==> src/rtl/mips_defs.sv <==
// Shared definitions for the multi-cycle MIPS control path: opcode and funct
// codes, the FSM state set, PC / write-data select encodings and the
// instruction classifier used by the control unit.
package mips_defs;

  // Opcodes (instruction register [31:26])
  localparam logic [5:0] OP_R_TYPE = 6'b000000;
  localparam logic [5:0] OP_J      = 6'b000010;
  localparam logic [5:0] OP_BEQ    = 6'b000100;
  localparam logic [5:0] OP_ADDI   = 6'b001000;
  localparam logic [5:0] OP_LW     = 6'b100011;
  localparam logic [5:0] OP_SW     = 6'b101011;

  // Funct codes (instruction register [5:0]); these double as ALU op codes
  localparam logic [5:0] FN_SLL  = 6'b000000;
  localparam logic [5:0] FN_SRL  = 6'b000010;
  localparam logic [5:0] FN_MULT = 6'b011000;
  localparam logic [5:0] FN_ADD  = 6'b100000;
  localparam logic [5:0] FN_SUB  = 6'b100010;
  localparam logic [5:0] FN_AND  = 6'b100100;
  localparam logic [5:0] FN_OR   = 6'b100101;
  localparam logic [5:0] FN_XOR  = 6'b100110;
  localparam logic [5:0] FN_NOR  = 6'b100111;
  localparam logic [5:0] FN_SLT  = 6'b101010;
  localparam logic [5:0] FN_NOOP = 6'b111111;

  // ALU op for add-immediate shares the ADDI opcode value
  localparam logic [5:0] ALU_ADDI = 6'b001000;

  // PC source select
  localparam logic [1:0] PC_PLUS4  = 2'd0;
  localparam logic [1:0] PC_BRANCH = 2'd1;
  localparam logic [1:0] PC_JUMP   = 2'd2;

  // Register-file write data select
  localparam logic [1:0] RWD_ALU = 2'd0;
  localparam logic [1:0] RWD_MEM = 2'd1;

  typedef enum logic [2:0] {
    S_FETCH, S_DECODE, S_EXEC, S_MULT_WAIT, S_MEM, S_WB
  } state_t;

  // Instruction classes the FSM branches on
  typedef enum logic [2:0] {
    C_ALU_R, C_MULT, C_ADDI, C_LW, C_SW, C_BEQ, C_J, C_ILLEGAL
  } iclass_t;

  function automatic iclass_t classify(input logic [5:0] op,
                                       input logic [5:0] fn,
                                       input logic       enable_mult);
    iclass_t cls;
    cls = C_ILLEGAL;
    case (op)
      OP_R_TYPE: begin
        case (fn)
          FN_SLL, FN_SRL, FN_ADD, FN_SUB, FN_AND,
          FN_OR, FN_XOR, FN_NOR, FN_SLT: cls = C_ALU_R;
          FN_MULT: cls = enable_mult ? C_MULT : C_ILLEGAL;
          default: cls = C_ILLEGAL;
        endcase
      end
      OP_J:    cls = C_J;
      OP_BEQ:  cls = C_BEQ;
      OP_ADDI: cls = C_ADDI;
      OP_LW:   cls = C_LW;
      OP_SW:   cls = C_SW;
      default: cls = C_ILLEGAL;
    endcase
    return cls;
  endfunction

  // ALU operation used by EXEC and held through MEM
  function automatic logic [5:0] exec_alu_op(input iclass_t cls, input logic [5:0] fn);
    logic [5:0] op;
    case (cls)
      C_LW, C_SW: op = FN_ADD;
      C_BEQ:      op = FN_SUB;
      C_ADDI:     op = ALU_ADDI;
      C_ALU_R:    op = fn;
      default:    op = FN_NOOP;
    endcase
    return op;
  endfunction

endpackage

==> src/rtl/mult_stall_counter.sv <==
// Down-counter that times the MULT_WAIT stall. Loaded with MULT_CYCLES-1 on
// entry; done is high while the count is zero, i.e. in the last stall cycle.
module mult_stall_counter #(
  parameter  int MULT_CYCLES = 4,
  localparam int CNT_W       = $clog2(MULT_CYCLES) + 1
) (
  input  logic clock,
  input  logic reset_n,
  input  logic load,
  input  logic dec,
  output logic done
);

  logic [CNT_W-1:0] count_q;

  // Count register: load has priority, decrement saturates at zero
  always_ff @(posedge clock) begin
    // NOTE: state registers use non-blocking assignments so every flop
    // samples the pre-edge values, independent of statement order.
    if (!reset_n) begin
      count_q <= '0;
    end else if (load) begin
      count_q <= CNT_W'(MULT_CYCLES - 1);
    end else if (dec && (count_q != '0)) begin
      count_q <= count_q - CNT_W'(1);
    end
  end

  assign done = (count_q == '0);

endmodule

==> src/rtl/multicycle_control_unit.sv <==
// Multi-cycle MIPS control FSM: sequences fetch, decode, execute, memory and
// writeback, handshakes with the shared memory port and stalls for MULT.
// MULT_CYCLES must lie in 1..16.
module multicycle_control_unit
  import mips_defs::*;
#(
  parameter int MULT_CYCLES = 4,
  parameter bit ENABLE_MULT = 1'b1,
  parameter int ALU_CTRL_W  = 6
) (
  input  logic                  clock,
  input  logic                  reset_n,
  input  logic [5:0]            opcode,
  input  logic [5:0]            funct,
  input  logic                  alu_zero,
  input  logic                  mem_ready,
  output logic                  instr_mem_req,
  output logic                  data_mem_req,
  output logic                  data_memory_write_enable,
  output logic                  ir_write_enable,
  output logic                  pc_write_enable,
  output logic [1:0]            PC_sel,
  output logic                  write_addr3_sel,
  output logic                  reg_write_enable,
  output logic [1:0]            reg_write_data_sel,
  output logic                  alu_src_b_sel,
  output logic                  hi_lo_write_enable,
  output logic [ALU_CTRL_W-1:0] alu_control,
  output logic                  instr_retire,
  output logic                  illegal_op
);

  state_t     state_q, state_d;
  logic [5:0] op_q, funct_q;
  iclass_t    live_cls, held_cls;
  logic       cnt_load, cnt_done;
  logic [5:0] alu_op;

  // DECODE sees the freshly loaded IR; later states use the latched copy so
  // the IR may change underneath them without effect.
  assign live_cls = classify(opcode, funct, ENABLE_MULT);
  assign held_cls = classify(op_q, funct_q, ENABLE_MULT);

  mult_stall_counter #(.MULT_CYCLES(MULT_CYCLES)) u_mult_cnt (
    .clock   (clock),
    .reset_n (reset_n),
    .load    (cnt_load),
    .dec     (state_q == S_MULT_WAIT),
    .done    (cnt_done)
  );

  // State register and instruction latch
  always_ff @(posedge clock) begin
    if (!reset_n) begin
      state_q <= S_FETCH;
      op_q    <= '0;
      funct_q <= '0;
    end else begin
      state_q <= state_d;
      if (state_q == S_DECODE) begin
        op_q    <= opcode;
        funct_q <= funct;
      end
    end
  end

  // Next-state logic and MULT counter load
  always_comb begin
    // NOTE: every signal written here gets a default first, so no path
    // leaves it unassigned and no latch is inferred.
    state_d  = state_q;
    cnt_load = 1'b0;
    case (state_q)
      S_FETCH: if (mem_ready) state_d = S_DECODE;
      S_DECODE: begin
        case (live_cls)
          C_J, C_ILLEGAL: state_d = S_FETCH;
          C_MULT: begin
            cnt_load = 1'b1;
            state_d  = S_MULT_WAIT;
          end
          default: state_d = S_EXEC;
        endcase
      end
      S_EXEC: begin
        case (held_cls)
          C_BEQ:      state_d = S_FETCH;
          C_LW, C_SW: state_d = S_MEM;
          default:    state_d = S_WB;
        endcase
      end
      S_MEM:       if (mem_ready) state_d = (held_cls == C_LW) ? S_WB : S_FETCH;
      S_WB:        state_d = S_FETCH;
      S_MULT_WAIT: if (cnt_done) state_d = S_FETCH;
      default:     state_d = S_FETCH;
    endcase
  end

  // Output decode; every strobe is forced low while reset_n is low
  always_comb begin
    instr_mem_req            = 1'b0;
    data_mem_req             = 1'b0;
    data_memory_write_enable = 1'b0;
    ir_write_enable          = 1'b0;
    pc_write_enable          = 1'b0;
    PC_sel                   = PC_PLUS4;
    write_addr3_sel          = 1'b0;
    reg_write_enable         = 1'b0;
    reg_write_data_sel       = RWD_ALU;
    alu_src_b_sel            = 1'b0;
    hi_lo_write_enable       = 1'b0;
    alu_op                   = FN_NOOP;
    instr_retire             = 1'b0;
    illegal_op               = 1'b0;
    if (reset_n) begin
      case (state_q)
        S_FETCH: begin
          instr_mem_req = 1'b1;
          if (mem_ready) begin
            ir_write_enable = 1'b1;
            pc_write_enable = 1'b1;
          end
        end
        S_DECODE: begin
          case (live_cls)
            C_J: begin
              pc_write_enable = 1'b1;
              PC_sel          = PC_JUMP;
              instr_retire    = 1'b1;
            end
            C_ILLEGAL: begin
              illegal_op   = 1'b1;
              instr_retire = 1'b1;
            end
            default: ;
          endcase
        end
        S_EXEC: begin
          alu_op        = exec_alu_op(held_cls, funct_q);
          alu_src_b_sel = (held_cls == C_ADDI) || (held_cls == C_LW) || (held_cls == C_SW);
          if (held_cls == C_BEQ) begin
            PC_sel          = PC_BRANCH;
            pc_write_enable = alu_zero;
            instr_retire    = 1'b1;
          end
        end
        S_MEM: begin
          alu_op                   = exec_alu_op(held_cls, funct_q);
          alu_src_b_sel            = 1'b1;
          data_mem_req             = 1'b1;
          data_memory_write_enable = (held_cls == C_SW);
          instr_retire             = mem_ready && (held_cls == C_SW);
        end
        S_WB: begin
          reg_write_enable   = 1'b1;
          instr_retire       = 1'b1;
          reg_write_data_sel = (held_cls == C_LW) ? RWD_MEM : RWD_ALU;
          write_addr3_sel    = (held_cls == C_ADDI) || (held_cls == C_LW);
        end
        S_MULT_WAIT: begin
          alu_op = FN_MULT;
          if (cnt_done) begin
            hi_lo_write_enable = 1'b1;
            instr_retire       = 1'b1;
          end
        end
        default: ;
      endcase
    end
  end

  assign alu_control = ALU_CTRL_W'(alu_op);

endmodule
==> config.mk <==
export PLATFORM = sky130hd
export DESIGN_NAME = multicycle_control_unit
export DESIGN_NICKNAME = d
export VERILOG_FILES = /design/src/rtl/mips_defs.sv /design/src/rtl/mult_stall_counter.sv /design/src/rtl/multicycle_control_unit.sv
export SDC_FILE = /design/constraint.sdc
export NUM_CORES = 1
export LEC_CHECK = 0
export ABC_AREA = 1
export CORE_MARGIN = 2
export CORE_UTILIZATION = 53
export DETAILED_ROUTE_END_ITERATION = 10
export GPL_TIMING_DRIVEN = 0
export HOLD_SLACK_MARGIN = 0.08
export PLACE_DENSITY = 0.95
export SETUP_SLACK_MARGIN = 0.4
export SYNTH_ARGS = -nofsm -noshare
export SYNTH_HDL_FRONTEND = slang
export SYNTH_SLANG_ARGS = --single-unit
==> constraint.sdc <==
create_clock -name clock -period 3.2 [get_ports clock]
set_input_delay 0.64 -clock clock [delete_from_list [all_inputs] [get_ports clock]]
set_output_delay 0.64 -clock clock [all_outputs]
set_load 0.005 [all_outputs]
==> impl_results.md, run 1 <==
- Crit path cell chain: nor2_1 -> inv_1 -> nor2_1 -> inv_1 -> a311oi_1 -> clkdlybuf4s50_1
- Max clock buf depth: 2
- Hold bufs inserted after CTS: 0
- CTS tree: built
- Routed wire per std cell: 14.47 um
- Clk root buf: clkbuf_4
- Worst hold margin: 0.5420 ns
- DP Wirelength: between 2 and 3 mm
- DRT iter0 DRCs: around 160
- Initial Utilization: 54.62%
- R2r startpoint: state_q[0]
- Synth Instances: 253
- Num rows: 19
- Share of cells above drive strength 1: about 25%
- Simple-gate share of the synthesized area: 44.04%
- Pre-antenna DRT Iters: 5
- Worst path max stage delay: approximately 0.56 ns
- Hold Crit Depth: 2
- Crit-path leading delay family: buffers and inverters
- Hold path endpoint: funct_q[3]
- Crit path launch type: register
- Core Util, Final: a little under 80%
- Reg-to-Reg End: op_q[1]
- Largest cells by area after synthesis: dfxtp_1 (24%), nand2_1 (12%), nor2_1 (9.9%)
- Finish-stage setup viols: 0
- GRT Residual Overflow: 0
- Initial antenna violation count: 0
- Vias in the first global route: between 1500 and 2000
- Status: finished, final reports clean
- Unrepaired setup endpoints after global routing: true
- Setup TNS: 0 ns
- Hold crit path type: register to register
- Synth area leader: dfxtp_1
- Compound-cell area share of the yosys netlist: between 10% and 20%
- Htree depth: 1
- M1 wire length: 1.847 mm
- Crit-path max FO: 5
- Minimum clock period: between 2 and 3 ns
- XOR/XNOR Fraction of Synth Area: 0.5917%
- Vias: about 1900
- Met2 WL: roughly 2.4 mm
- Total wire length: roughly 4.8 mm
- Total GRT Usage: a little over a quarter
- Post-synthesis adder-cell area fraction: under 10%
- Slowest CP cell: clkdlybuf4s50_1
- Total core area: around 2700 sq um
- WL met3: between 300 and 400 um
- Max Slew Vio Count: 0
- Gpl congestion: approximately 0.86
- R2R Setup Slk: 1.61 ns
- Synth cell types: 31
- Post-synthesis mux area share: 0%
- Worst Slack Setup Final: 0.4027 ns
- Total Power: about 660 uW
- Fraction of the yosys area taken by sequential cells: about a quarter
- PwrDens: 315.5 nW/um^2
- Critical path required time: roughly 2.6 ns
- Register bit total from synthesis: 18
- Max_cap viols: 0
- Largest family of logic cells by synthesized area: simple AND/OR/NAND/NOR gates
- Largest net degree at the start of global routing: 11
- Die width: around 57 um
- CP Capture Type: output pin
- CTS clk-pin slew, worst paths: 0.12 ns
- Port bufs: 35
- Pre-CTS WS: just under 0.04 ns
- Syn. warnings: 0
- Die area: roughly 3200 sq um
- Synth Area per Inst: around 6 sq um
- CTS Sinks: 18
- Ant. Diodes: 0
- LEAKAGE: 1.012 nW
- Synth top area share: around a quarter
- I/O pins: 37
- Vias per cell: around 5.7
- Die height: around 57 um
- Worst-Skew Late Latency: about 0.30 ns
- Top sig layer: met4
- Synthesized net count: roughly 270
- Final Hold Fails: 0
- Nets@finish: 323
- Post-Syn Area: 1480 sq um
- Worst Setup Path Type: register to output pin
- Fillers: ~190
- R2R depth: 6
- Fmax: about 360 MHz
- Cts bufs inserted: 3
- First-pass GRT wire length: about 7.0 mm
- Worst IR Drop VDD: about 0.00031 V
- Post-DRT Antenna Nets: 0
- Critical path buffer and inverter count: 3
- Final period util: between 80% and 90%
- Residual DRC: 0
- Final clock skew: about 0.012 ns
- HP Start: funct_q[3]
- Synthesis-to-layout area growth: 41.34%
- Worst Path Arrival: 2.16 ns
==> metrics by stage <==
step | instances | instance area (sq um)
CTS | 328 | 1996
global placement | 319 | 1869
finish | 334 | 2092
floorplan | 253 | 1480
detailed placement | 319 | 1869
global route | 334 | 2092
==> flip-flops by register name, summed over array words and instances, names as in the netlist <==
| name | count |
|---|---|
| state_q | 3 |
| op_q | 6 |
| u_mult_cnt.count_q | 3 |
| funct_q | 6 |
==> per-layer routing <==
metal | GRT usage (%) | vias to the layer above
li1 | - | 922
met5 | 0 | -
met2 | 49.17 | 114
met3 | 1.843 | 32
met4 | 11.96 | 0
met1 | 31.50 | 838
==> power by group <==
group	total (mW)	internal, mW	switching [mW]	leakage, nW
logic	0.251	0.101	0.149	0.839
clock network	0.145	0.0694	0.0760	0.0210
registers	0.264	0.242	0.0220	0.152
==> layout by cell type (no fill, tap or decap), types with 2 or more instances in the layout <==
| cell type | Yosys | final |
|---|---|---|
| nand4_1 | 8 | 8 |
| nor2_1 | 39 | 35 |
| clkbuf_4 | 0 | 3 |
| dfxtp_4 | 0 | 4 |
| ha_1 | 3 | 3 |
| nand2_1 | 47 | 44 |
| dlymetal6s2s_1 | 0 | 7 |
| buf_2 | 2 | 3 |
| dfxtp_1 | 18 | 9 |
| o21ai_0 | 17 | 16 |
| dfxtp_2 | 0 | 5 |
| nor2_4 | 2 | 4 |
| nand3_1 | 21 | 19 |
| dlygate4sd2_1 | 0 | 8 |
| buf_4 | 1 | 12 |
| inv_1 | 32 | 29 |
| clkdlybuf4s50_1 | 0 | 18 |
| nand2_4 | 0 | 3 |
| nor3_2 | 3 | 5 |
| nor3_1 | 4 | 2 |
| inv_2 | 10 | 13 |
| clkbuf_2 | 0 | 2 |
| nand3_2 | 2 | 4 |
| nor2_2 | 5 | 7 |
| a21oi_1 | 18 | 17 |
| nand2_2 | 6 | 6 |
| o21ai_1 | 1 | 2 |
==> cell families after synthesis <==
family / count (synthesis)
AOI/OAI and AO/OA: 42
xor gates and xnor gates: 1
adders and majority gates: 3
buffers and inverters: 49
DFF: 18
other: 1
and+or+nand+nor: 139
==> cells in the mapped netlist, drive strengths merged <==
cell and number:
nand2 53, nor2 46, inv 42, nand3 23
a21oi 18, dfxtp 18, o21ai 18, nand4 8
nor3 7, buf 4, ha 3, and2 2
clkinv 2, a311oi 1, a31oi 1, a41oi 1
clkbuf 1, conb 1, o21a 1, o21bai 1
o31a 1, xor2 1
==> timing repair <==
item | CTS | global route
resized for setup | 34 | 29
pin swaps | 6 | 14
setup endpoints to repair | 20 | 12
buffers inserted | 5 | 6
==> tightest hold or removal path: cells and delay by family (launching register included) <==
family / cells / cell delay, ns
AOI/OAI and AO/OA: 1 / 0.08
DFF: 1 / 0.34
buffers and inverters: 1 / 0.09
==> how the worst max path moves through the flow <==
stage                     slack, ns  cells after the start        endpoint        from
after CTS                      0.32                     11    instr_retire    funct[2]
after floorplan                1.21                      7    instr_retire   opcode[4]
after global placement         0.08                      9    instr_retire   opcode[5]
after detailed placement       0.04                      9    instr_retire   opcode[3]
final                          0.40                      6   alu_src_b_sel  state_q[0]
after global routing           0.26                     12  alu_control[5]  funct_q[3]
==> cell type report <==
type	count	area [sq um]	share of cell area, %
buffer	5	26.28	1.256
clock buffer	4	36.28	1.734
inverter	44	172.7	8.254
multi-input combinational	186	1006	48.09
sequential	18	381.6	18.24
tap	31	38.79	1.854
timing repair buffer	46	430.4	20.57
No activity file was read; power rests on OpenSTA's default activity.
==> run 2, diff against run 1 <==
Settings changed: CTS_CLUSTER_SIZE set to 14.
==> results of run 2 <==
No change in the layout: final DEF, timing and power equal those of run 1.
==> run 3, diff against run 2 <==
Settings changed: CORE_ASPECT_RATIO set to 1.75, CTS_CLUSTER_SIZE 14 to 10.
==> run 3 against run 2 <==
Wire length is 0.43% lower. Critical endpoint is now instr_retire. Cell count is 2.7% lower. Clock power rose by 29%. Core utilization rose by 0.39 points. Clock skew shrank 0.010 ns. Die area grew 0.53%. Register-to-register slack worse by 0.03 ns. Maximum frequency shrank 0.91%. Design area down 0.24%. Hold slack got worse by 0.038 ns. Largest cell class unchanged.
==> impl_results.md, run 3 (same netlist as run 1, synthesis figures left out) <==
- Vias: 1872 (was 1906)
- Reg area: 377.9 sq um (was 381.6 sq um)
- Final Non-Filler Cells: 325 (was 334)
- Logic pwr share: 35.2% (was 38.0%)
- Top flop regs: funct_q x6, op_q x6 (unchanged)
- Nets@finish: 318 (was 323)
- CTS tree: built (unchanged)
- Sequential power share: 37.9% (was 40.0%)
- CTS clk-pin slew, worst paths: 0.07 ns (was 0.12 ns)
- Max clock buf depth: 2 (unchanged)
- Total GRT Usage: 27.55% (was 26.81%)
- Largest net degree at the start of global routing: 11 (unchanged)
- Worst IR Drop VDD: 0.0003921 V (was 0.0003112 V)
- Ant. Diodes: 0 (unchanged)
- I/O pins: 37 (unchanged)
- Minimum clock period: 2.823 ns (was 2.797 ns)
- Die height: 73.91 um (was 56.85 um)
- Routed wire per std cell: 14.80 um (was 14.47 um)
- Final clock skew: 0.001683 ns (was 0.01194 ns)
- Cts bufs inserted: 3 (unchanged)
- Placed insts: 315 (was 319)
- Fmax: 354.2 MHz (was 357.5 MHz)
- Final Hold Fails: 0 (unchanged)
- CTS Sinks: 18 (unchanged)
- Crit-path max FO: 3 (was 5)
- LEAKAGE: 0.9797 nW (was 1.012 nW)
- Gpl congestion: 0.9721 (was 0.8552)
- Num rows: 25 (was 19)
- PwrDens: 332.6 nW/um^2 (was 315.5 nW/um^2)
- Worst-Skew Late Latency: 0.25 ns (was 0.30 ns)
- Clk root buf: clkbuf_8 (was clkbuf_4)
- Vias in the first global route: 1678 (was 1614)
- Status: finished, final reports clean (unchanged)
- Synthesis-to-layout area growth: 41.00% (was 41.34%)
- Setup TNS: 0 ns (unchanged)
- Port bufs: 35 (unchanged)
- Fillers: 206 (was 192)
- Unrepaired setup endpoints after global routing: true (unchanged)
- Finish-stage setup viols: 0 (unchanged)
- Core Util, Final: 77.58% (was 77.19%)
- Total wire length: 4.811 mm (was 4.832 mm)
- Max Slew Vio Count: 0 (unchanged)
- Hold bufs inserted after CTS: 0 (unchanged)
- Cell internal pwr: 445.3 uW (was 412.6 uW)
- GRT Residual Overflow: 0 (unchanged)
- Met2 WL: 2.683 mm (was 2.400 mm)
- Final period util: 88.22% (was 87.42%)
- Initial antenna violation count: 0 (unchanged)
- Worst Setup Path Type: primary input to output pin (was register to output pin)
- Post-DRT Antenna Nets: 0 (unchanged)
- Pre-antenna DRT Iters: 4 (was 5)
- First-pass GRT wire length: 6.858 mm (was 6.989 mm)
- DRT iter0 DRCs: 97 (was 162)
- Top sig layer: met4 (unchanged)
- Vias per cell: 5.760 (was 5.707)
- WL met3: 226 um (was 323 um)
- Htree depth: 1 (unchanged)
- M1 wire length: 1.687 mm (was 1.847 mm)
- Critical path required time: 2.56 ns (about the same)
- Psw: 248.8 uW (was 247.3 uW)
- Crit path launch type: primary input (was register)
- DP Wirelength: 3.122 mm (was 2.956 mm)
- Most frequent cells in the layout: nand2_1 (44), nor2_1 (33), inv_1 (31) (was nand2_1 (44), nor2_1 (35), inv_1 (29))
- Die area: 3248 sq um (was 3231 sq um)
- CP Capture Type: output pin (unchanged)
- Worst Path Arrival: 2.18 ns (was 2.16 ns)
- Share of cells above drive strength 1: 22.82% (was 25.41%)
- Switching Share: 35.84% (was 37.48%)
- Die width: 43.95 um (was 56.85 um)
- Area occupied by multi-input gates: 1007 sq um (was 1006 sq um)
- Total core area: 2690 sq um (was 2710 sq um)
- Initial Utilization: 55.02% (was 54.62%)
- Clock power frac: 27.0% (was 22.0%)
- Hold crit path type: register to register (unchanged)
- Max_cap viols: 0 (unchanged)
- Total Power: 694.1 uW (was 660.0 uW)
- Residual DRC: 0 (unchanged)
- Most common cell after layout, fill and taps aside: nand2_1 (unchanged)
run 3: layout make-up:
cell class / instances / share of cell area, %
buffer: 5 / 1.259
clock buffer: 4 / 2.638
inverter: 44 / 8.153
multi-input combinational: 186 / 48.26
sequential: 18 / 18.11
tap: 27 / 1.619
timing repair buffer: 41 / 19.96
run 3: final timing paths:
path	depth (start not counted)	start	slack, ns	to
setup / recovery	10	funct[2]	0.38	instr_retire
hold / removal	2	funct_q[3]	0.50	funct_q[3]
setup reg to reg	6	state_q[0]	1.58	op_q[1]
hold reg to reg	2	funct_q[3]	0.50	funct_q[3]
run 3: metal layers:
layer	GRT usage, %	vias up
met5	0	-
met1	27.56	841
met4	16.50	0
met3	2.703	27
li1	-	907
met2	52.12	97
run 3: per-stage QoR:
step | hold slack, ns | worst slack [ns] | cell area, sq um
after floorplan | 0.4579 | 1.212 | 1480
after global placement | 0.4922 | 0.02028 | 1864
after detailed placement | 0.4974 | 0.01949 | 1864
after CTS | 0.5082 | 0.1795 | 1952
after global routing | 0.5287 | 0.3183 | 2087
final | 0.5042 | 0.3771 | 2087
run 3: power by group through the flow:
stage               Clock, mW  Combinational, mW  Sequential, mW
detailed placement          0              0.208           0.263
global placement            0              0.200           0.262
floorplan                   0              0.147           0.259
global route            0.200              0.265           0.265
finish                  0.187              0.244           0.263
CTS                     0.188              0.210           0.260
run 3: worst max-delay path: stages:
cell and delay [ns]:
clkdlybuf4s50_1 0.51, inv_1 0.09, nand2_1 0.07, nand2_1 0.07
nand3_2 0.11, nand2_1 0.10, nand2_2 0.11, nand3_4 0.09
a41oi_2 0.16, clkdlybuf4s15_2 0.22
run 3: what timing repair did:
action,4_1_cts,5_1_grt
setup endpoints to repair,20,12
gates resized for setup,18,34
pin swaps,3,8
endpoints found under the hold margin,0,0
buffers inserted,1,5
